File: config.mk
export PLATFORM = sky130hd
export DESIGN_NAME = io_uart_port
export DESIGN_NICKNAME = d
export VERILOG_FILES = /design/src/rtl/io_uart_port.sv
export SDC_FILE = /design/constraint.sdc
export NUM_CORES = 1
export LEC_CHECK = 0
export CAP_MARGIN = 10
export CORE_ASPECT_RATIO = 1.25
export CORE_MARGIN = 10
export CORE_UTILIZATION = 56
export DETAILED_ROUTE_END_ITERATION = 7
export PLACE_DENSITY = 0.79
export SYNTH_ARGS = -nofsm -noshare
export SYNTH_HDL_FRONTEND = slang
export SYNTH_SLANG_ARGS = --single-unit
File: constraint.sdc
create_clock -name clk -period 3 [get_ports clk]
set_input_delay 0.45 -clock clk [delete_from_list [all_inputs] [get_ports clk]]
set_output_delay 0.45 -clock clk [all_outputs]
set_load 0.02 [all_outputs]
File: src/rtl/io_uart_port.sv
// io_uart_port: one flag-driven serial channel, TX on fgo fall, RX into inpr_in; even parity when IO_UART_PARITY_EN is defined.
// TX completes 10 (11 with parity) bit times after the trigger; RX delivers at mid stop bit, no backpressure (fgi=1 drops the byte).
module io_uart_port #(
   parameter int CLKS_PER_BIT = 434
) (
   input  logic       clk,
   input  logic       rst_n,
   input  logic       fgo,
   input  logic [7:0] outr,
   output logic       fgo_bsy,
   input  logic       fgi,
   output logic [7:0] inpr_in,
   output logic       fgi_bsy,
   output logic       txd,
   input  logic       rxd,
   input  logic       err_clr,
   output logic       rx_ovr,
   output logic       rx_ferr,
   output logic       rx_perr
);

   localparam int CW = $clog2(CLKS_PER_BIT);
   localparam logic [CW-1:0] C_BIT_LAST  = CW'(CLKS_PER_BIT - 1);
   localparam logic [CW-1:0] C_HALF_LAST = CW'(CLKS_PER_BIT / 2 - 1);

   typedef enum logic [2:0] {
      S_IDLE  = 3'd0,
      S_START = 3'd1,
      S_DATA  = 3'd2,
`ifdef IO_UART_PARITY_EN
      S_PAR   = 3'd4,
`endif
      S_STOP  = 3'd3
   } state_t;

   // ---------------- TX ----------------
   state_t        r_tx_st;
   state_t        w_tx_nxt;
   logic [CW-1:0] r_tx_cnt;
   logic [2:0]    r_tx_bit;
   logic [7:0]    r_tx_sh;
   logic          r_fgo_d;
   logic          r_fgo_bsy;
   logic          w_tx_trig;
   logic          w_tx_tick;
   logic          w_txd;
`ifdef IO_UART_PARITY_EN
   logic          r_tx_par;
`endif

   assign w_tx_trig = (r_tx_st == S_IDLE) && r_fgo_d && !fgo;
   assign w_tx_tick = (r_tx_cnt == '0);

   always_ff @(posedge clk or negedge rst_n) begin
      if (!rst_n) r_tx_st <= S_IDLE;
      else        r_tx_st <= w_tx_nxt;
   end

   always_comb begin
      w_tx_nxt = r_tx_st;
      case (r_tx_st)
         S_IDLE:  if (w_tx_trig) w_tx_nxt = S_START;
         S_START: if (w_tx_tick) w_tx_nxt = S_DATA;
         S_DATA: begin
            if (w_tx_tick && r_tx_bit == 3'd7) begin
`ifdef IO_UART_PARITY_EN
               w_tx_nxt = S_PAR;
`else
               w_tx_nxt = S_STOP;
`endif
            end
         end
`ifdef IO_UART_PARITY_EN
         S_PAR:   if (w_tx_tick) w_tx_nxt = S_STOP;
`endif
         S_STOP:  if (w_tx_tick) w_tx_nxt = S_IDLE;
         default: w_tx_nxt = S_IDLE;
      endcase
   end

   always_comb begin
      w_txd = 1'b1;
      case (r_tx_st)
         S_START: w_txd = 1'b0;
         S_DATA:  w_txd = r_tx_sh[0];
`ifdef IO_UART_PARITY_EN
         S_PAR:   w_txd = r_tx_par;
`endif
         default: w_txd = 1'b1;
      endcase
   end

   // fgo_d resets to 1 so a CPU already holding fgo low after reset counts as an OUT.
   always_ff @(posedge clk or negedge rst_n) begin
      if (!rst_n) begin
         r_fgo_d   <= 1'b1;
         r_fgo_bsy <= 1'b0;
         r_tx_cnt  <= '0;
         r_tx_bit  <= '0;
         r_tx_sh   <= '0;
`ifdef IO_UART_PARITY_EN
         r_tx_par  <= 1'b0;
`endif
      end else begin
         r_fgo_d   <= fgo;
         r_fgo_bsy <= (r_tx_st == S_STOP) && w_tx_tick;
         if (w_tx_trig) begin
            r_tx_sh  <= outr;
            r_tx_cnt <= C_BIT_LAST;
            r_tx_bit <= '0;
`ifdef IO_UART_PARITY_EN
            r_tx_par <= ^outr;
`endif
         end else if (r_tx_st != S_IDLE) begin
            if (w_tx_tick) begin
               r_tx_cnt <= C_BIT_LAST;
               if (r_tx_st == S_DATA) begin
                  r_tx_sh  <= r_tx_sh >> 1;
                  r_tx_bit <= r_tx_bit + 3'd1;
               end
            end else begin
               r_tx_cnt <= r_tx_cnt - 1'b1;
            end
         end
      end
   end

   assign txd     = w_txd;
   assign fgo_bsy = r_fgo_bsy;

   // ---------------- RX ----------------
   state_t        r_rx_st;
   state_t        w_rx_nxt;
   logic          r_rx_s1;
   logic          r_rx_s2;
   logic          r_rx_d;
   logic [CW-1:0] r_rx_cnt;
   logic [2:0]    r_rx_bit;
   logic [7:0]    r_rx_sh;
   logic [7:0]    r_inpr;
   logic          r_fgi_bsy;
   logic          r_rx_ovr;
   logic          r_rx_ferr;
   logic          w_rx_start;
   logic          w_rx_tick;
   logic          w_stop_smp;
   logic          w_ferr_set;
   logic          w_ovr_set;
   logic          w_rx_ok;
`ifdef IO_UART_PARITY_EN
   logic          r_rx_pbad;
   logic          r_rx_perr;
   logic          w_perr_set;
`endif

   assign w_rx_start = (r_rx_st == S_IDLE) && r_rx_d && !r_rx_s2;
   assign w_rx_tick  = (r_rx_cnt == '0);

   always_ff @(posedge clk or negedge rst_n) begin
      if (!rst_n) r_rx_st <= S_IDLE;
      else        r_rx_st <= w_rx_nxt;
   end

   always_comb begin
      w_rx_nxt = r_rx_st;
      case (r_rx_st)
         S_IDLE:  if (w_rx_start) w_rx_nxt = S_START;
         S_START: if (w_rx_tick) w_rx_nxt = r_rx_s2 ? S_IDLE : S_DATA;
         S_DATA: begin
            if (w_rx_tick && r_rx_bit == 3'd7) begin
`ifdef IO_UART_PARITY_EN
               w_rx_nxt = S_PAR;
`else
               w_rx_nxt = S_STOP;
`endif
            end
         end
`ifdef IO_UART_PARITY_EN
         S_PAR:   if (w_rx_tick) w_rx_nxt = S_STOP;
`endif
         S_STOP:  if (w_rx_tick) w_rx_nxt = S_IDLE;
         default: w_rx_nxt = S_IDLE;
      endcase
   end

   // Every check is resolved on the mid-stop sample so all failing flags land together.
   always_comb begin
      w_stop_smp = (r_rx_st == S_STOP) && w_rx_tick;
      w_ferr_set = w_stop_smp && !r_rx_s2;
      w_ovr_set  = w_stop_smp && r_rx_s2 && fgi;
`ifdef IO_UART_PARITY_EN
      w_perr_set = w_stop_smp && r_rx_pbad;
      w_rx_ok    = w_stop_smp && r_rx_s2 && !fgi && !r_rx_pbad;
`else
      w_rx_ok    = w_stop_smp && r_rx_s2 && !fgi;
`endif
   end

   always_ff @(posedge clk or negedge rst_n) begin
      if (!rst_n) begin
         r_rx_s1   <= 1'b1;
         r_rx_s2   <= 1'b1;
         r_rx_d    <= 1'b1;
         r_rx_cnt  <= '0;
         r_rx_bit  <= '0;
         r_rx_sh   <= '0;
         r_inpr    <= 8'h00;
         r_fgi_bsy <= 1'b0;
         r_rx_ovr  <= 1'b0;
         r_rx_ferr <= 1'b0;
`ifdef IO_UART_PARITY_EN
         r_rx_pbad <= 1'b0;
         r_rx_perr <= 1'b0;
`endif
      end else begin
         r_rx_s1   <= rxd;
         r_rx_s2   <= r_rx_s1;
         r_rx_d    <= r_rx_s2;
         r_fgi_bsy <= w_rx_ok;
         if (w_rx_ok) r_inpr <= r_rx_sh;
         if (w_rx_start) begin
            r_rx_cnt <= C_HALF_LAST;
            r_rx_bit <= '0;
         end else if (r_rx_st != S_IDLE) begin
            if (w_rx_tick) begin
               r_rx_cnt <= C_BIT_LAST;
               if (r_rx_st == S_DATA) begin
                  r_rx_sh  <= {r_rx_s2, r_rx_sh[7:1]};
                  r_rx_bit <= r_rx_bit + 3'd1;
               end
`ifdef IO_UART_PARITY_EN
               if (r_rx_st == S_PAR) r_rx_pbad <= r_rx_s2 ^ (^r_rx_sh);
`endif
            end else begin
               r_rx_cnt <= r_rx_cnt - 1'b1;
            end
         end
         if (w_ovr_set)    r_rx_ovr  <= 1'b1;
         else if (err_clr) r_rx_ovr  <= 1'b0;
         if (w_ferr_set)   r_rx_ferr <= 1'b1;
         else if (err_clr) r_rx_ferr <= 1'b0;
`ifdef IO_UART_PARITY_EN
         if (w_perr_set)   r_rx_perr <= 1'b1;
         else if (err_clr) r_rx_perr <= 1'b0;
`endif
      end
   end

   assign inpr_in = r_inpr;
   assign fgi_bsy = r_fgi_bsy;
   assign rx_ovr  = r_rx_ovr;
   assign rx_ferr = r_rx_ferr;
`ifdef IO_UART_PARITY_EN
   assign rx_perr = r_rx_perr;
`else
   assign rx_perr = 1'b0;
`endif

endmodule
Word level (Yosys, flattened, before mapping)
Index checks and enable logic that the tools add are counted.
- word-level logic and storage cells: 105
- output and inout bits: 14
- register bits: 62
- bitwise operators: 1
- reduce and logical (&&, ||, !) cells: 34
- add/sub/neg operators: 4
- multiplexer cells: 33
- equality and inequality tests: 16
- operators with widths (operator ; count):
    $mux W9 ; 6
    $mux W3 ; 16
    $mux W8 ; 4
    $pmux W3 S4 ; 2
    $logic_not A9 Y1 ; 2
    $sub A9 B1 Y9 const B ; 2
    $ne A2 B2 Y1 const B ; 8
    $reduce_bool A2 Y1 ; 8
    $eq A3 B2 Y1 const B ; 4
    $logic_and A1 B1 Y1 ; 12
    $reduce_and A4 Y1 ; 3
    $add A3 B1 Y3 const B ; 2
    $eq A3 B1 Y1 const B ; 2
    $eq A3 B3 Y1 const B ; 2
    $logic_not A3 Y1 ; 2
    $reduce_and A3 Y1 ; 2
    $reduce_bool A3 Y1 ; 2
    $logic_not A1 Y1 ; 3
    $mux W1 ; 3
    $mux W2 ; 1
    $pmux W1 S2 ; 1
    $not A1 Y1 ; 1

Depth between registers and ports, before layout
Gate-level depths: netlist of run 1.
- depth in word-level cells: 5
- depth in mapped cells: 8

Least setup slack after synthesis of run 1
Ideal clock, no wire load.
- kind: register -> register
- start point: reg r_rx_cnt[0]
- end point: reg r_inpr[0] (netlist: inpr_in[0])
- period minus slack after synthesis: 2264 ps
- required time: 2875 ps
- cell stages (with the launch flop): 8
- path slack: 736 ps
- arrival time: 2140 ps
- path through: dfrtp_1 -> inv_1 -> ha_1 -> or3b_2 -> or3_1 -> buf_2 -> nor2_8 -> mux2_2
- longest elaborated chain between the ends: 4
- ends and longest elaborated chain (item ; line ; RTL):
    from (decl) ; 137 ; logic [CW-1:0] r_rx_cnt;
    from (signal assigned) ; 235 ; r_rx_cnt <= r_rx_cnt - 1'b1;
    $logic_not A9 Y1 ; 157 ; assign w_rx_tick = (r_rx_cnt == '0);
    $logic_and A1 B1 Y1 ; 188 ; w_stop_smp = (r_rx_st == S_STOP) && w_rx_tick;
    $logic_and A1 B1 Y1 (2 in series) ; 195 ; w_rx_ok = w_stop_smp && r_rx_s2 && !fgi;
    via w_rx_ok ; 149 ; logic w_rx_ok;
    to (signal assigned) ; 220 ; if (w_rx_ok) r_inpr <= r_rx_sh;
    to (decl) ; 140 ; logic [7:0] r_inpr;
The timed path passes the listed nets, and every way through them passes these cells.
A chain may end at the register's enable or synchronous reset.

Final worst setup path of run 1
- start point: reg r_rx_cnt[0]
- end point: reg r_inpr[3] (netlist: inpr_in[3])
The elaborated chain is that of the path after synthesis.

==> results.sh, run 1 <==
export IMPL_top_layer_used="met4"
export IMPL_worst_setup_hold_path_clk_slew_ns=0.07
export IMPL_synth_seq_area_share_pct=53.27
export IMPL_layout_area_overhead_vs_synth_pct=20.93
export IMPL_synth_top_flop_cell="sky130_fd_sc_hd__dfrtp_1"
export IMPL_critical_path_top_delay_cell="sky130_fd_sc_hd__or3b_2"
export IMPL_detail_route_antenna_nets=0
export IMPL_crit_reg2reg_capture="inpr_in[3]"
export IMPL_critical_path_max_stage_delay_ns=0.53
export IMPL_timing_critical_path_buf_inv=1
export IMPL_start_util_pct=58.92
export IMPL_unrepaired_setup_endpoints_after_global_routing="no"
export IMPL_synth_top_area_share_pct=49.56
export IMPL_synth_cell_types=48
export IMPL_firstDrtPassIters=4
export IMPL_die_width_um=83.56
export IMPL_worst_slew_pin_slew_ns=0.7452
export IMPL_leading_post_synthesis_cells_by_cell_area="sky130_fd_sc_hd__dfrtp_1 50%, sky130_fd_sc_hd__mux2_2 7.2%, sky130_fd_sc_hd__ha_1 4.4%"
export IMPL_outcome="finished clean"
export IMPL_mean_instance_size_in_the_synthesized_netlist_um2=11.13
export IMPL_cts_inserted_buffers=9
export IMPL_post_cts_setup_buffer_count=0
export IMPL_drive_gt1_share_pct=16.96
export IMPL_first_iter_violations=104
export IMPL_worst_setup_path_end_kind="flop"
export IMPL_synth_edff_count=0
export IMPL_timing_final_setup_violations=0
export IMPL_hold_buffer_count_at_cts=0
export IMPL_groute_usage_overall_pct=13.82
export IMPL_remaining_drc_errors=0
export IMPL_place_congestion=0.8968
export IMPL_grt_antenna_before_repair=0
export IMPL_drt_vias_per_instance=5.691
export IMPL_cts_resized=0
export IMPL_detailroute_wirelength_met2_um=2775
export IMPL_post_route_min_period_ns=2.414
export IMPL_avgRoutedWirePerCell_um=15.89
export IMPL_worst_r2r_setup_slack_ns=0.59
export IMPL_num_nets_final=308
export IMPL_n_antenna_cell=0
export IMPL_crit_required_ns=3.22
export IMPL_period_share_pct=80.45
export IMPL_drt_met1_wl_um=2410
export IMPL_portbufs=26
export IMPL_power_density_nw_per_um2=663.5
export IMPL_post_route_worst_setup_slack_ns=0.5865
export IMPL_io_pins=28
export IMPL_timing_critical_path_from_type="flop"
export IMPL_grt_start_max_net_pins=40
export IMPL_clock_root_buffer="sky130_fd_sc_hd__clkbuf_8"
export IMPL_timing_slew_headroom_pct=49.95
export IMPL_signal_arrival_time_at_the_worst_endpoint_ns=2.64
export IMPL_maximum_vdd_ir_drop_uv=538.1
export IMPL_setup_total_neg_slack_ns=0
export IMPL_grt_pass1_wl_um=9494
export IMPL_report_final_hold_viol_count=0
export IMPL_cts_sinks=60
export IMPL_synthesis_nets=278
export IMPL_post_synthesis_register_bit_count=60
export IMPL_critical_path_cell_count=6
export IMPL_crit_start="r_rx_cnt[0]"
export IMPL_worst_r2r_cell_count=6
export IMPL_die_area_um2=8309
export IMPL_grt_pass1_vias=2065
export IMPL_total_power_w=0.002269
export IMPL_synth_warnings=0
export IMPL_row_count=28
export IMPL_critPathKind="flop to flop"
export IMPL_cellLeakagePower_nw=1.525
export IMPL_clock_insertion_delay_worst_skew_ns=0.34
export IMPL_cap_violations=0
export IMPL_largest_fanout_on_the_critical_path=9
export IMPL_die_height_um=99.45
export IMPL_timing_fmax_mhz=414.3
export IMPL_hold_ws_ns=0.06970
export IMPL_synthesis_instances=254
export IMPL_clock_skew_final_ns=0.004768
export IMPL_worst_path_dominant_cell_family="simple AND/OR/NAND/NOR gates"
export IMPL_place_worst_setup_slack_ns=0.5838
export IMPL_drv_slew=0
export IMPL_drt_wl_total_um=5547
export IMPL_synth_cell_area_um2=2828
export IMPL_crit_path_cell_trace="inv_1 > ha_1 > or3b_2 > or3_1 > nor2_8 > mux2_2"
export IMPL_num_fill_cells=356
export IMPL_tritoncts="built"
export IMPL_yosys_area_top_type="sky130_fd_sc_hd__dfrtp_1"
export IMPL_dp_hpwl_um=3882
export IMPL_endpoint="inpr_in[3]"
export IMPL_clk_path_buf_depth=2
export IMPL_worstReg2RegStart="r_rx_cnt[0]"
export IMPL_min_path_type="input pin to asynchronous set/reset pin"
export IMPL_grt_overflow_total=0
export IMPL_async_flop_share_pct=100.0
export IMPL_core_area_um2=4800
export IMPL_dr_total_vias=1986
export IMPL_met3RoutedLength_um=232
export IMPL_cts_htree_levels=3
synthesized netlist by cell type, drive strengths merged, types with 4 or more instances:
cell type	count
a21oi	15
buf	4
clkbuf	5
dfrtp	56
dfstp	4
ha	10
inv	10
mux2	18
mux2i	10
nand2	19
nand2b	5
nand3	6
nand4b	4
nor2	26
nor3	5
o21ai	12
o31ai	4
cells by family after synthesis:
logic type               Yosys count  synth area share, %
AND/OR/NAND/NOR                   85                17.12
flip-flops                        60                53.27
AO/OA/AOI/OAI                     48                10.66
multiplexers                      28                10.71
buffers and inverters             19                2.744
adder cells (fa/ha/maj)           10                4.425
XOR/XNOR                           3               0.9294
other                              1               0.1326
layout by cell type (no fill, tap or decap), drive strengths merged, types with 2 or more instances in the layout:
master          n
dfrtp          56
nor2           26
clkdlybuf4s50  25
nand2          19
mux2           18
a21oi          15
o21ai          12
inv            10
mux2i          10
ha             10
clkbuf          9
nand3           6
nand2b          5
nor3            5
bufinv          5
nand4b          4
o31ai           4
dfstp           4
or3             3
and2            3
nor2b           3
a31oi           3
buf             3
or4             3
nor4            3
nor3b           2
xor2            2
o32ai           2
o2bb2ai         2
a311oi          2
through the flow:
stage | utilization [%] | cell area, µm² | instances
global route | 71.25 | 3420 | 349
floorplan | - | 2828 | 254
CTS | 71.25 | 3420 | 349
finish | 71.25 | 3420 | 349
global placement | 65.28 | 3133 | 333
detailed placement | 65.28 | 3133 | 333
how the worst min path moves through the flow:
stage / from / end / slack [ns] / cells after the start
floorplan: rst_n / fgi_bsy / 0.15 / 0
global placement: r_rx_s1 / r_rx_s2 / 0.35 / 0
detailed placement: r_rx_s1 / r_rx_s2 / 0.35 / 0
CTS: rst_n / inpr_in[3] / 0.07 / 1
global route: rst_n / inpr_in[3] / 0.08 / 1
finish: rst_n / fgi_bsy / 0.07 / 1
layout make-up:
class / instances / area (µm²) / share of cell area (%)
flip-flops and latches: 60 / 1506 / 44.05
multi-input cells: 175 / 1244 / 36.37
repair buffers: 28 / 270.3 / 7.903
clock inverters: 7 / 162.7 / 4.757
clock buffers: 9 / 123.9 / 3.622
well taps: 60 / 75.07 / 2.195
inverters: 10 / 37.54 / 1.098
metal layers:
| layer | vias up | track usage [%] |
|---|---|---|
| met5 | - | 0 |
| met4 | 0 | 6.581 |
| met3 | 13 | 4.980 |
| met2 | 39 | 23.87 |
| met1 | 971 | 14.72 |
| li1 | 963 | - |
state kept, by name, summed over array words and instances (netlist names), 2 cells and up:
name / count
r_rx_cnt: 9
r_tx_cnt: 9
inpr_in: 8
r_rx_sh: 8
r_tx_sh: 8
r_rx_bit: 3
r_tx_bit: 3
r_rx_st: 2
r_tx_st: 2
power breakdown:
| part | leakage, nW | total, W | switching [W] | internal, W |
|---|---|---|---|---|
| combinational | 0.666 | 0.000253 | 0.000134 | 0.000118 |
| sequential | 0.719 | 0.000975 | 0.0000925 | 0.000882 |
| clock | 0.139 | 0.00104 | 0.000323 | 0.000718 |
| total | 1.52 | 0.00227 | 0.000550 | 0.00172 |
(Power assumes the default switching activity.)
==> run 2: changes to the inputs <==
- CORE_UTILIZATION: 56 -> 51
- PLACE_DENSITY: 0.79 -> 0.75
- clock period: 3 -> 2.1 ns (I/O delays scaled with it)
==> run 2 against run 1 <==
Sequential share of layout area fell by 1.2 points. First-iteration DRC count rose by 2.9%. Power rose by 30%. Wire length fell by 1.1%. Clock skew rose by 0.0047 ns. Worst hold slack improved by 0.29 ns. Critical endpoint is now inpr_in[7]. Largest cell class unchanged.
==> results.sh, run 2 (synthesis gave the netlist of run 1 again) <==
export IMPL_unrepaired_setup_endpoints_after_global_routing="yes"
export IMPL_min_from="r_rx_s1"
export IMPL_worst_setup_hold_path_clk_slew_ns=0.08
export IMPL_outcome="finished clean"
export IMPL_worst_setup_path_end_kind="flop"
export IMPL_timing_slew_headroom_pct=66.08
export IMPL_post_route_cell_area_um2=3515
export IMPL_groute_usage_overall_pct=13.18
export IMPL_n_antenna_cell=0
export IMPL_worst_r2r_setup_slack_ns=0.03
export IMPL_grt_overflow_total=0
export IMPL_place_worst_setup_slack_ns=-0.009539
export IMPL_largestRegisters="r_rx_cnt: 9 flops, r_tx_cnt: 9 flops"
export IMPL_clock_skew_final_ns=0.009468
export IMPL_drt_vias_per_instance=5.472
export IMPL_worst_r2r_cell_count=6
export IMPL_dp_hpwl_um=3734
export IMPL_start_util_pct=52.31
export IMPL_portbufs=26
export IMPL_worstReg2RegStart="r_rx_cnt[0]"
export IMPL_signal_arrival_time_at_the_worst_endpoint_ns=2.31
export IMPL_final_cell_mix="56 x sky130_fd_sc_hd__dfrtp_1, 25 x sky130_fd_sc_hd__nor2_1, 24 x sky130_fd_sc_hd__clkdlybuf4s50_1"
export IMPL_num_nets_final=324
export IMPL_grt_antenna_before_repair=0
export IMPL_clock_root_buffer="sky130_fd_sc_hd__clkbuf_8"
export IMPL_die_width_um=86.60
export IMPL_core_area_um2=5405
export IMPL_clk_path_buf_depth=2
export IMPL_post_route_min_period_ns=2.072
export IMPL_critPathKind="flop to flop"
export IMPL_layout_commonest_cell="sky130_fd_sc_hd__dfrtp_1"
export IMPL_clock_insertion_delay_worst_skew_ns=0.35
export IMPL_drv_slew=0
export IMPL_die_area_um2=8941
export IMPL_timing_fmax_mhz=482.6
export IMPL_timing_final_setup_violations=0
export IMPL_maximum_vdd_ir_drop_uv=607.6
export IMPL_avgRoutedWirePerCell_um=14.87
export IMPL_io_pins=28
export IMPL_grt_pass1_vias=2104
export IMPL_crit_required_ns=2.34
export IMPL_drt_wl_total_um=5488
export IMPL_timing_critical_path_from_type="flop"
export IMPL_hold_ws_ns=0.3589
export IMPL_place_area_um2=3243
export IMPL_cts_htree_levels=3
export IMPL_total_power_w=0.002947
export IMPL_die_height_um=103.3
export IMPL_cap_violations=0
export IMPL_tritoncts="built"
export IMPL_worst_slew_pin_slew_ns=0.5041
export IMPL_min_path_type="flop to flop"
export IMPL_largest_fanout_on_the_critical_path=5
export IMPL_crit_reg2reg_capture="inpr_in[7]"
export IMPL_row_count=30
export IMPL_post_route_worst_setup_slack_ns=0.02779
export IMPL_utilization_pct=65.02
export IMPL_place_congestion=0.8912
export IMPL_grt_start_max_net_pins=41
export IMPL_first_iter_violations=107
export IMPL_firstDrtPassIters=4
export IMPL_hold_path_end="r_rx_s2"
export IMPL_cellLeakagePower_nw=1.572
export IMPL_num_fill_cells=421
export IMPL_cts_sinks=60
export IMPL_cts_inserted_buffers=9
export IMPL_holdPathStages=0
export IMPL_period_share_pct=98.68
export IMPL_layout_area_overhead_vs_synth_pct=24.29
export IMPL_detail_route_antenna_nets=0
export IMPL_drive_gt1_share_pct=22.30
export IMPL_report_final_hold_viol_count=0
export IMPL_remaining_drc_errors=0
export IMPL_dr_total_vias=2019
export IMPL_power_density_nw_per_um2=838.4
export IMPL_grt_pass1_wl_um=9494
[run 2: final cells by class]
type	count	area, µm²	area share, %
clock buffers	9	123.9	3.524
clock inverters	7	76.32	2.172
inverters	10	37.54	1.068
multi-input cells	176	1294	36.81
flip-flops and latches	60	1506	42.86
well taps	64	80.08	2.278
repair buffers	43	396.6	11.29
[run 2: critical path, stage by stage (launching register included)]
cell	delay, ns
sky130_fd_sc_hd__dfrtp_1	0.40
sky130_fd_sc_hd__inv_2	0.07
sky130_fd_sc_hd__ha_4	0.12
sky130_fd_sc_hd__or3b_4	0.41
sky130_fd_sc_hd__or3_4	0.44
sky130_fd_sc_hd__nor2_8	0.20
sky130_fd_sc_hd__mux2_4	0.33
[run 2: through the flow]
| step | setup TNS (ns) | instances |
|---|---|---|
| floorplan | 0 | 254 |
| global placement | 0 | 349 |
| detailed placement | -0.01246 | 349 |
| CTS | 0 | 366 |
| global route | -0.1335 | 369 |
| finish | 0 | 369 |
[run 2: repair_timing]
item,in CTS,in global routing
buffers inserted,0,2
hold buffers,1,0
endpoints found under the hold margin,20,0
gates cloned,0,1
pin swaps,0,5
setup endpoints to repair,9,13
resized for setup,2,10
[run 2: metal layers]
layer	global-route usage, %	part of all wire [%]
met1	15.58	43
met2	21.22	51
met3	4.154	4.5
met4	6.492	1.7
met5	0	0
[run 2: worst max path at each step]
stage / endpoint / slack, ns / startpoint
detailed placement: inpr_in[6] / -0.01 / r_rx_cnt[0]
global placement: inpr_in[2] / 0.04 / r_rx_cnt[0]
global route: inpr_in[7] / -0.03 / r_rx_cnt[0]
floorplan: inpr_in[0] / 0.02 / r_rx_cnt[0]
CTS: inpr_in[6] / 0.05 / r_rx_cnt[0]
finish: inpr_in[7] / 0.03 / r_rx_cnt[0]
[run 2: where the power goes]
| group | total (W) | leakage (nW) | switching [W] | internal, W |
|---|---|---|---|---|
| registers | 0.00137 | 0.719 | 0.000109 | 0.00126 |
| clock network | 0.00105 | 0.0958 | 0.000498 | 0.000553 |
| logic | 0.000527 | 0.757 | 0.000262 | 0.000266 |
| total | 0.00295 | 1.57 | 0.000869 | 0.00208 |
==> run 3: changes to the inputs <==
- clock period: 2.1 -> 1.7 ns (I/O delays scaled with it)
==> run 3 against run 2 <==
The flow now finishes with violations (negative setup slack). Cell count is 9.2% higher. Fmax grew 0.17%. Count of clock-buffer cells in the layout grew 2. Global-route usage grew 1.7 points. Critical endpoint is now r_rx_cnt[5]. Highest routed layer unchanged.
==> results.sh, run 3 (synthesis gave the netlist of run 1 again) <==
export IMPL_drive_gt1_share_pct=37.17
export IMPL_crit_required_ns=1.95
export IMPL_power_share_clock_pct=32.5
export IMPL_cts_inserted_buffers=9
export IMPL_die_area_um2=8941
export IMPL_post_route_worst_setup_slack_ns=-0.3688
export IMPL_power_net_switching_w=0.001156
export IMPL_die_height_um=103.3
export IMPL_seq_power_share_pct=41.7
export IMPL_failing_checks="negative setup slack"
export IMPL_placedCellCount=370
export IMPL_clock_insertion_delay_worst_skew_ns=0.35
export IMPL_grt_overflow_total=0
export IMPL_groute_usage_overall_pct=14.93
export IMPL_cts_htree_levels=3
export IMPL_die_width_um=86.60
export IMPL_largestRegisters="r_rx_cnt: 9 flops, r_tx_cnt: 9 flops"
export IMPL_grt_pass1_vias=2259
export IMPL_worst_setup_hold_path_clk_slew_ns=0.07
export IMPL_clock_skew_final_ns=0.008312
export IMPL_cellLeakagePower_nw=1.795
export IMPL_start_util_pct=52.31
export IMPL_grt_antenna_before_repair=0
export IMPL_outcome="finished, violations left"
export IMPL_grt_met1_usage_pct=16.49
export IMPL_row_count=30
export IMPL_detail_route_antenna_nets=0
export IMPL_period_share_pct=121.7
export IMPL_dr_total_vias=2268
export IMPL_clock_root_buffer="sky130_fd_sc_hd__clkbuf_8"
export IMPL_min_path_type="input pin to flop"
export IMPL_unrepaired_setup_endpoints_after_global_routing="yes"
export IMPL_groute_layer_met2_usage_pct=24.46
export IMPL_drt_wl_total_um=6882
export IMPL_first_iter_violations=78
export IMPL_hold_ws_ns=0.3142
export IMPL_largest_fanout_on_the_critical_path=4
export IMPL_top_usage_layer_grt="met2"
export IMPL_power_density_nw_per_um2=987.2
export IMPL_io_pins=28
export IMPL_drv_slew=0
export IMPL_grt_pass1_wl_um=10540
export IMPL_post_route_min_period_ns=2.069
export IMPL_comb_power_share_pct=25.8
export IMPL_grt_met3_usage_pct=4.310
export IMPL_firstDrtPassIters=4
export IMPL_critPathKind="flop to flop"
export IMPL_core_area_um2=5405
export IMPL_cts_sinks=60
export IMPL_net_switching_share_of_the_total_power_pct=28.98
export IMPL_tritoncts="built"
export IMPL_n_antenna_cell=0
export IMPL_portbufs=26
export IMPL_worst_setup_path_end_kind="flop"
export IMPL_final_cell_count_no_fill=403
export IMPL_cell_internal_pwr_w=0.002833
export IMPL_layout_commonest_cell="sky130_fd_sc_hd__dfrtp_1"
export IMPL_timing_fmax_mhz=483.4
export IMPL_avgRoutedWirePerCell_um=17.08
export IMPL_timing_final_setup_violations=33
export IMPL_cap_violations=0
export IMPL_place_congestion=0.8905
export IMPL_maximum_vdd_ir_drop_uv=592.8
export IMPL_utilization_pct=74.75
export IMPL_remaining_drc_errors=0
export IMPL_final_cell_mix="54 x sky130_fd_sc_hd__dfrtp_1, 39 x sky130_fd_sc_hd__buf_4, 24 x sky130_fd_sc_hd__nor2_1, 24 x sky130_fd_sc_hd__clkdlybuf4s50_1, 17 x sky130_fd_sc_hd__nand2_1"
export IMPL_num_nets_final=359
export IMPL_grt_start_max_net_pins=61
export IMPL_layout_area_overhead_vs_synth_pct=42.88
export IMPL_timing_critical_path_from_type="flop"
export IMPL_drt_vias_per_instance=5.628
export IMPL_dp_hpwl_um=4144
export IMPL_clk_path_buf_depth=2
export IMPL_signal_arrival_time_at_the_worst_endpoint_ns=2.32
export IMPL_report_final_hold_viol_count=0
run 3: cell types whose count changed in the layout (fill, tap and decap cells not counted), sizes merged:
cell,previous run,this run
clkinvlp,2,0
clkbuf,9,11
buf,17,53
dlygate4sd2,1,0
inv,11,10
run 3: worst paths after layout:
kind                             startpoint     endpoint  slack, ns  cells past startpoint
worst max-delay path            r_rx_cnt[1]  r_rx_cnt[5]      -0.37                      7
worst min-delay path                    rxd      r_rx_s1       0.31                      1
worst max register to register  r_rx_cnt[1]  r_rx_cnt[5]      -0.37                      7
worst min register to register      r_rx_s1      r_rx_s2       0.36                      0
max in group asynchronous             rst_n      r_fgo_d       0.95                      3
min in group asynchronous             rst_n  r_rx_cnt[3]       0.45                      3
run 3: critical path, stage by stage, from the launching register on:
cell and delay, ns:
sky130_fd_sc_hd__dfrtp_1 0.39, sky130_fd_sc_hd__inv_1 0.06, sky130_fd_sc_hd__ha_2 0.17, sky130_fd_sc_hd__or3b_4 0.39, sky130_fd_sc_hd__or3_4 0.40, sky130_fd_sc_hd__buf_6 0.16, sky130_fd_sc_hd__o2bb2ai_4 0.13, sky130_fd_sc_hd__a311oi_2 0.26
run 3: cell type report:
class                      instances  area (µm²)
clock buffer                      11       151.4
clock inverter                     4       48.80
fill                             355        1365
inverter                          10       37.54
multi-input combinational        176        1506
sequential                        60        1509
tap                               64       80.08
timing repair buffer              78       706.9
run 3: layer usage:
layer / part of all wire [%] / wire length (µm)
met5: 0 / 0
met4: 3.3 / 228
met3: 3.6 / 247
met2: 53 / 3650
met1: 40 / 2755
run 3: repair_timing:
item | in CTS | in global routing
pin swaps | 3 | 17
endpoints found under the setup margin | 39 | 46
hold buffers | 1 | 0
gates cloned | 1 | 1
setup buffers | 2 | 13
hold endpoints to repair | 56 | 0
gates resized for setup | 15 | 56
run 3: power by group through the flow:
stage               logic [W]  clock network [W]  registers, W
detailed placement   0.000720                  0       0.00167
CTS                  0.000761            0.00133       0.00165
global route          0.00112            0.00139       0.00168
finish                0.00103            0.00130       0.00166
global placement     0.000691                  0       0.00166
floorplan            0.000356                  0       0.00168
run 3: through the flow:
stage          total power, W  setup slack, ns  instance area (µm²)  TNS, ns
6_report             0.003988          -0.3688                 4040   -8.613
5_1_grt              0.004184          -0.4217                 4040   -11.25
4_1_cts              0.003731          -0.2933                 3692   -6.756
3_5_place_dp         0.002390          -0.3355                 3427   -7.340
3_3_place_gp         0.002356          -0.3065                 3427   -6.899
2_1_floorplan        0.002041          -0.3808                 2867   -6.460
